### src/rtl/reg_bank_serial_reader.sv
// Reads a run of consecutive words from a synchronous-read register bank and
// streams each word MSB-first over a bit-serial valid/ready link.
module reg_bank_serial_reader #(
  parameter int DATA_W  = 16,
  parameter int N_WORDS = 4,
  parameter int ADDR_W  = 2
) (
  input  logic              clk,
  input  logic              rst,
  input  logic              start,
  input  logic [ADDR_W-1:0] addr,
  input  logic [ADDR_W:0]   len,
  output logic              rd_en,
  output logic [ADDR_W-1:0] rd_addr,
  input  logic [DATA_W-1:0] rd_data,
  output logic              ser_data,
  output logic              ser_valid,
  input  logic              ser_ready,
  output logic              ser_last,
  output logic              busy,
  output logic              done
);

  localparam int CNT_W = (DATA_W > 1) ? $clog2(DATA_W) : 1;

  typedef enum logic [2:0] {
    S_IDLE,
    S_FETCH,
    S_WAIT,
    S_SHIFT,
    S_DONE
  } state_t;

  state_t              state, state_nxt;
  logic [ADDR_W-1:0]   cur_addr;
  logic [ADDR_W:0]     words_left;
  logic [ADDR_W:0]     len_clamped;
  logic [DATA_W-1:0]   shift_reg;
  logic [CNT_W-1:0]    bit_cnt;
  logic                xfer;
  logic                word_end;

  // Requests longer than the bank are truncated to one full pass.
  assign len_clamped = (len > (ADDR_W+1)'(N_WORDS)) ? (ADDR_W+1)'(N_WORDS) : len;
  assign xfer        = (state == S_SHIFT) && ser_ready;
  assign word_end    = (bit_cnt == '0);

  // NOTE: sequential state uses non-blocking (<=) so every flop samples
  // pre-edge values; blocking here would create order-dependent races.
  always_ff @(posedge clk) begin
    if (rst) state <= S_IDLE;
    else     state <= state_nxt;
  end

  always_ff @(posedge clk) begin
    if (rst) begin
      cur_addr   <= '0;
      words_left <= '0;
      shift_reg  <= '0;
      bit_cnt    <= '0;
    end else begin
      case (state)
        S_IDLE: begin
          if (start) begin
            cur_addr   <= addr;
            words_left <= len_clamped;
          end
        end
        S_WAIT: begin
          shift_reg  <= rd_data;
          bit_cnt    <= CNT_W'(DATA_W - 1);
          // N_WORDS is a power of two, so natural overflow wraps to word 0.
          cur_addr   <= cur_addr + ADDR_W'(1);
          words_left <= words_left - (ADDR_W+1)'(1);
        end
        S_SHIFT: begin
          if (ser_ready) begin
            shift_reg <= {shift_reg[DATA_W-2:0], 1'b0};
            bit_cnt   <= bit_cnt - CNT_W'(1);
          end
        end
        default: ;
      endcase
    end
  end

  // NOTE: every signal driven here gets a default first, so no path through
  // the case statement can leave a latch behind.
  always_comb begin
    state_nxt = state;
    rd_en     = 1'b0;
    ser_valid = 1'b0;
    ser_data  = 1'b0;
    ser_last  = 1'b0;
    done      = 1'b0;
    busy      = 1'b1;
    case (state)
      S_IDLE: begin
        busy = 1'b0;
        if (start) state_nxt = (len_clamped == '0) ? S_DONE : S_FETCH;
      end
      S_FETCH: begin
        rd_en     = 1'b1;
        state_nxt = S_WAIT;
      end
      S_WAIT: state_nxt = S_SHIFT;
      S_SHIFT: begin
        ser_valid = 1'b1;
        ser_data  = shift_reg[DATA_W-1];
        ser_last  = word_end && (words_left == '0);
        if (xfer && word_end) state_nxt = (words_left != '0) ? S_FETCH : S_DONE;
      end
      S_DONE: begin
        done      = 1'b1;
        state_nxt = S_IDLE;
      end
      default: state_nxt = S_IDLE;
    endcase
  end

  assign rd_addr = cur_addr;

endmodule
### config.mk
export PLATFORM = sky130hd
export DESIGN_NAME = reg_bank_serial_reader
export DESIGN_NICKNAME = d
export VERILOG_FILES = /design/src/rtl/reg_bank_serial_reader.sv
export SDC_FILE = /design/constraint.sdc
export NUM_CORES = 1
export LEC_CHECK = 0
export BUFFER_PORTS_ARGS = -buffer_cell sky130_fd_sc_hd__buf_2
export CORE_UTILIZATION = 35
export DETAILED_ROUTE_END_ITERATION = 8
export GPL_ROUTABILITY_DRIVEN = 0
export PLACE_DENSITY = 0.51
export SYNTH_ARGS = -nofsm -noshare
export SYNTH_HDL_FRONTEND = slang
export SYNTH_SLANG_ARGS = --single-unit
export TNS_END_PERCENT = 5
### constraint.sdc
create_clock -name clk -period 3.4 [get_ports clk]
set_input_delay 0.68 -clock clk [delete_from_list [all_inputs] [get_ports clk]]
set_output_delay 0.68 -clock clk [all_outputs]
set_load 0.02 [all_outputs]
==> metrics <==
status=completed; setup TNS=0 ps; Area after DPL=0.001698 mm2; wirelength, routed=3.703 mm; worst min path class=reg -> reg; crit path launch type=flop; synthesized area=0.001564 mm2; Slew headroom=45.16%; Place WS=1155 ps; max_cap viols=0; # hold bufs at CTS=0; post-route cell area=0.001769 mm2; TritonRoute pass-1 iters=4; clk_lat worst skew=270 ps; final worst-path setup slack=879.5 ps; top cells by area, synth=dfxtp_1 (36%), a211oi_1 (8.2%), nand3b_1 (7.7%), a21oi_1 (6.4%), o21ai_0 (6.1%); Die Ht=68.85 um; post-cts repair resize count=0; Layout Nets=229; die area=0.004740 mm2; most frequent cells in the layout=buf_2 (32), dfxtp_1 (28), a21oi_1 (20); synthesized instance count=179; Max Slew Vio Count=0; slowest cell delay on critical path=870 ps; VDD IR max=0.2125 mV; post-synthesis average cell area=8.737 um2; Starting Density=37.74%; CP Max Fanout=26; postcts setup bufs=0; Area Overhead vs Synth=13.12%; Rows=23; ratio of cells with drive above 1 in the final layout=22.61%; setup violators final=0; Reg area=560.5 um2; P_leak=0.6771 nW; Worst Tran Pin Value=821.5 ps; post-synthesis sequential area ratio=35.84%; worst path cell trace=nand3b_1, nor3_1, buf_2; clk slew on worst S/H paths=100 ps; Critical Path AT=1840 ps; root buf cell=clkbuf_8; vias in the first global route=1,274; Net Count, Synth=208; Period Utilization, post-route=74.13%; FF+latch count, synth=28; wire per inst=14.87 um; GRT overflow=0; total number of vias=1,361; Setup Crit Path Kind=reg -> out; Post-DRT Antenna Nets=0; Yosys top cell by area=dfxtp_1; Worst Path Buf+Inv=1; commonest non-fill, non-tap cell in the layout=buf_2; Finished Core Util=42.69%; largest net degree at the start of global routing=28; family with the most delay on the worst path=flip-flops; Sink Count=28; max reg flops=16; GRT Total Usage=17.04%; core box area=0.004144 mm2; slowest cell on the critical path=dfxtp_1; share of the synthesized area in the top cell type=35.84%; Worst Path Required=2720 ps; first-pass GRT wire length=5.954 mm; Die Width=68.85 um; initial antenna violation count=0; H-tree depth=1; crit path time final=2521 ps; fmax=396.7 MHz; Port Buffer Count=32; post-synthesis cell type count=40; Num CTS Buffers=3; DP HPWL=2.454 mm; RSZ-0062 raised after global routing=false; Diodes inserted=0; Remaining DRCs=0; CTS Buffer Depth=2; CTS tree=yes; Vias/cell=5.466; Final Skew=5.839 ps; critical path endpoint category=output pin; Ys Warns=0; area of the multi-input gates=877.1 um2; PwrDens=577.4 mW/mm2; Iter 0 DRT Violations=65; fillcell total=448; # IOs=33; Fin. Hold Viols=0
-- kinds of logic (layout without fill, tap and decap cells) --
family	after synthesis	count (layout)	synth area share, %
flops	28	28	35.84
compound gates	71	71	28.56
mux	3	3	2.000
buf+inv	24	44	8.240
simple gates	49	49	22.16
fa+ha+maj	4	4	3.200
-- tightest hold or removal path: stages (launching register included) --
cell and delay, ps:
dfxtp_1 310, inv_1 60, a221oi_1 70
-- per-stage QoR --
| step | hold WS [ps] | power, W | instances |
|---|---|---|---|
| detailed placement | 486.2 | 0.0007635 | 245 |
| CTS | 501.1 | 0.001030 | 249 |
| global placement | 477.0 | 0.0007517 | 245 |
| floorplan | 453.1 | 0.0006928 | 179 |
| global route | 527.2 | 0.001098 | 249 |
| finish | 492.2 | 0.001022 | 249 |
-- cells in the mapped netlist --
master / instances
inv_1: 6
dfxtp_1: 28
a22oi_1: 1
o22ai_1: 2
a21o_1: 1
mux2i_1: 2
or3_1: 1
nand2b_1: 4
buf_1: 1
buf_4: 7
ha_1: 4
o21ai_0: 19
or2_2: 2
clkbuf_1: 5
or3b_1: 1
nor4bb_1: 2
o31ai_1: 1
nor2_1: 3
and4b_1: 1
o21bai_1: 1
and3b_1: 3
mux2_1: 1
nor3b_1: 3
nor3b_2: 1
nand3b_1: 16
nor2b_1: 3
nor2_4: 1
nand2_1: 4
a31oi_1: 2
a21oi_1: 20
buf_2: 4
nand4b_1: 1
buf_6: 1
a211oi_1: 17
nor3_1: 2
a221oi_1: 2
a2111oi_2: 1
a21bo_2: 1
or4_1: 1
a311oi_1: 3
-- layout make-up --
class,instances,share of cell area [%]
inverter,6,1.273
timing repair buffer,34,9.901
sequential,28,31.68
multi-input combinational,127,49.58
tap,50,3.536
clock buffer,3,2.334
clock inverter,1,1.697
-- power by group --
| group | switching (W) | internal, W | total, W |
|---|---|---|---|
| Combinational | 0.000178 | 0.000141 | 0.000319 |
| Clock | 0.000106 | 0.000158 | 0.000263 |
| Sequential | 0.0000561 | 0.000384 | 0.000440 |
-- final timing paths --
kind                  from       endpoint  slack [ps]  cells after the start
min reg2reg  shift_reg[15]  shift_reg[15]         490                      2
min          shift_reg[15]  shift_reg[15]         490                      2
max reg2reg       state[1]   shift_reg[9]        1220                      4
max               state[0]       ser_last         880                      3
-- per-layer routing --
| layer | vias to the layer above | wire length (um) | GRT usage (%) |
|---|---|---|---|
| met5 | - | 0 | 0 |
| met4 | 0 | 24 | 5.357 |
| met3 | 2 | 103 | 2.467 |
| met2 | 22 | 1591 | 25.85 |
| met1 | 629 | 1984 | 24.55 |
| li1 | 708 | - | - |
Note: power is estimated with default switching activity, not from simulation.
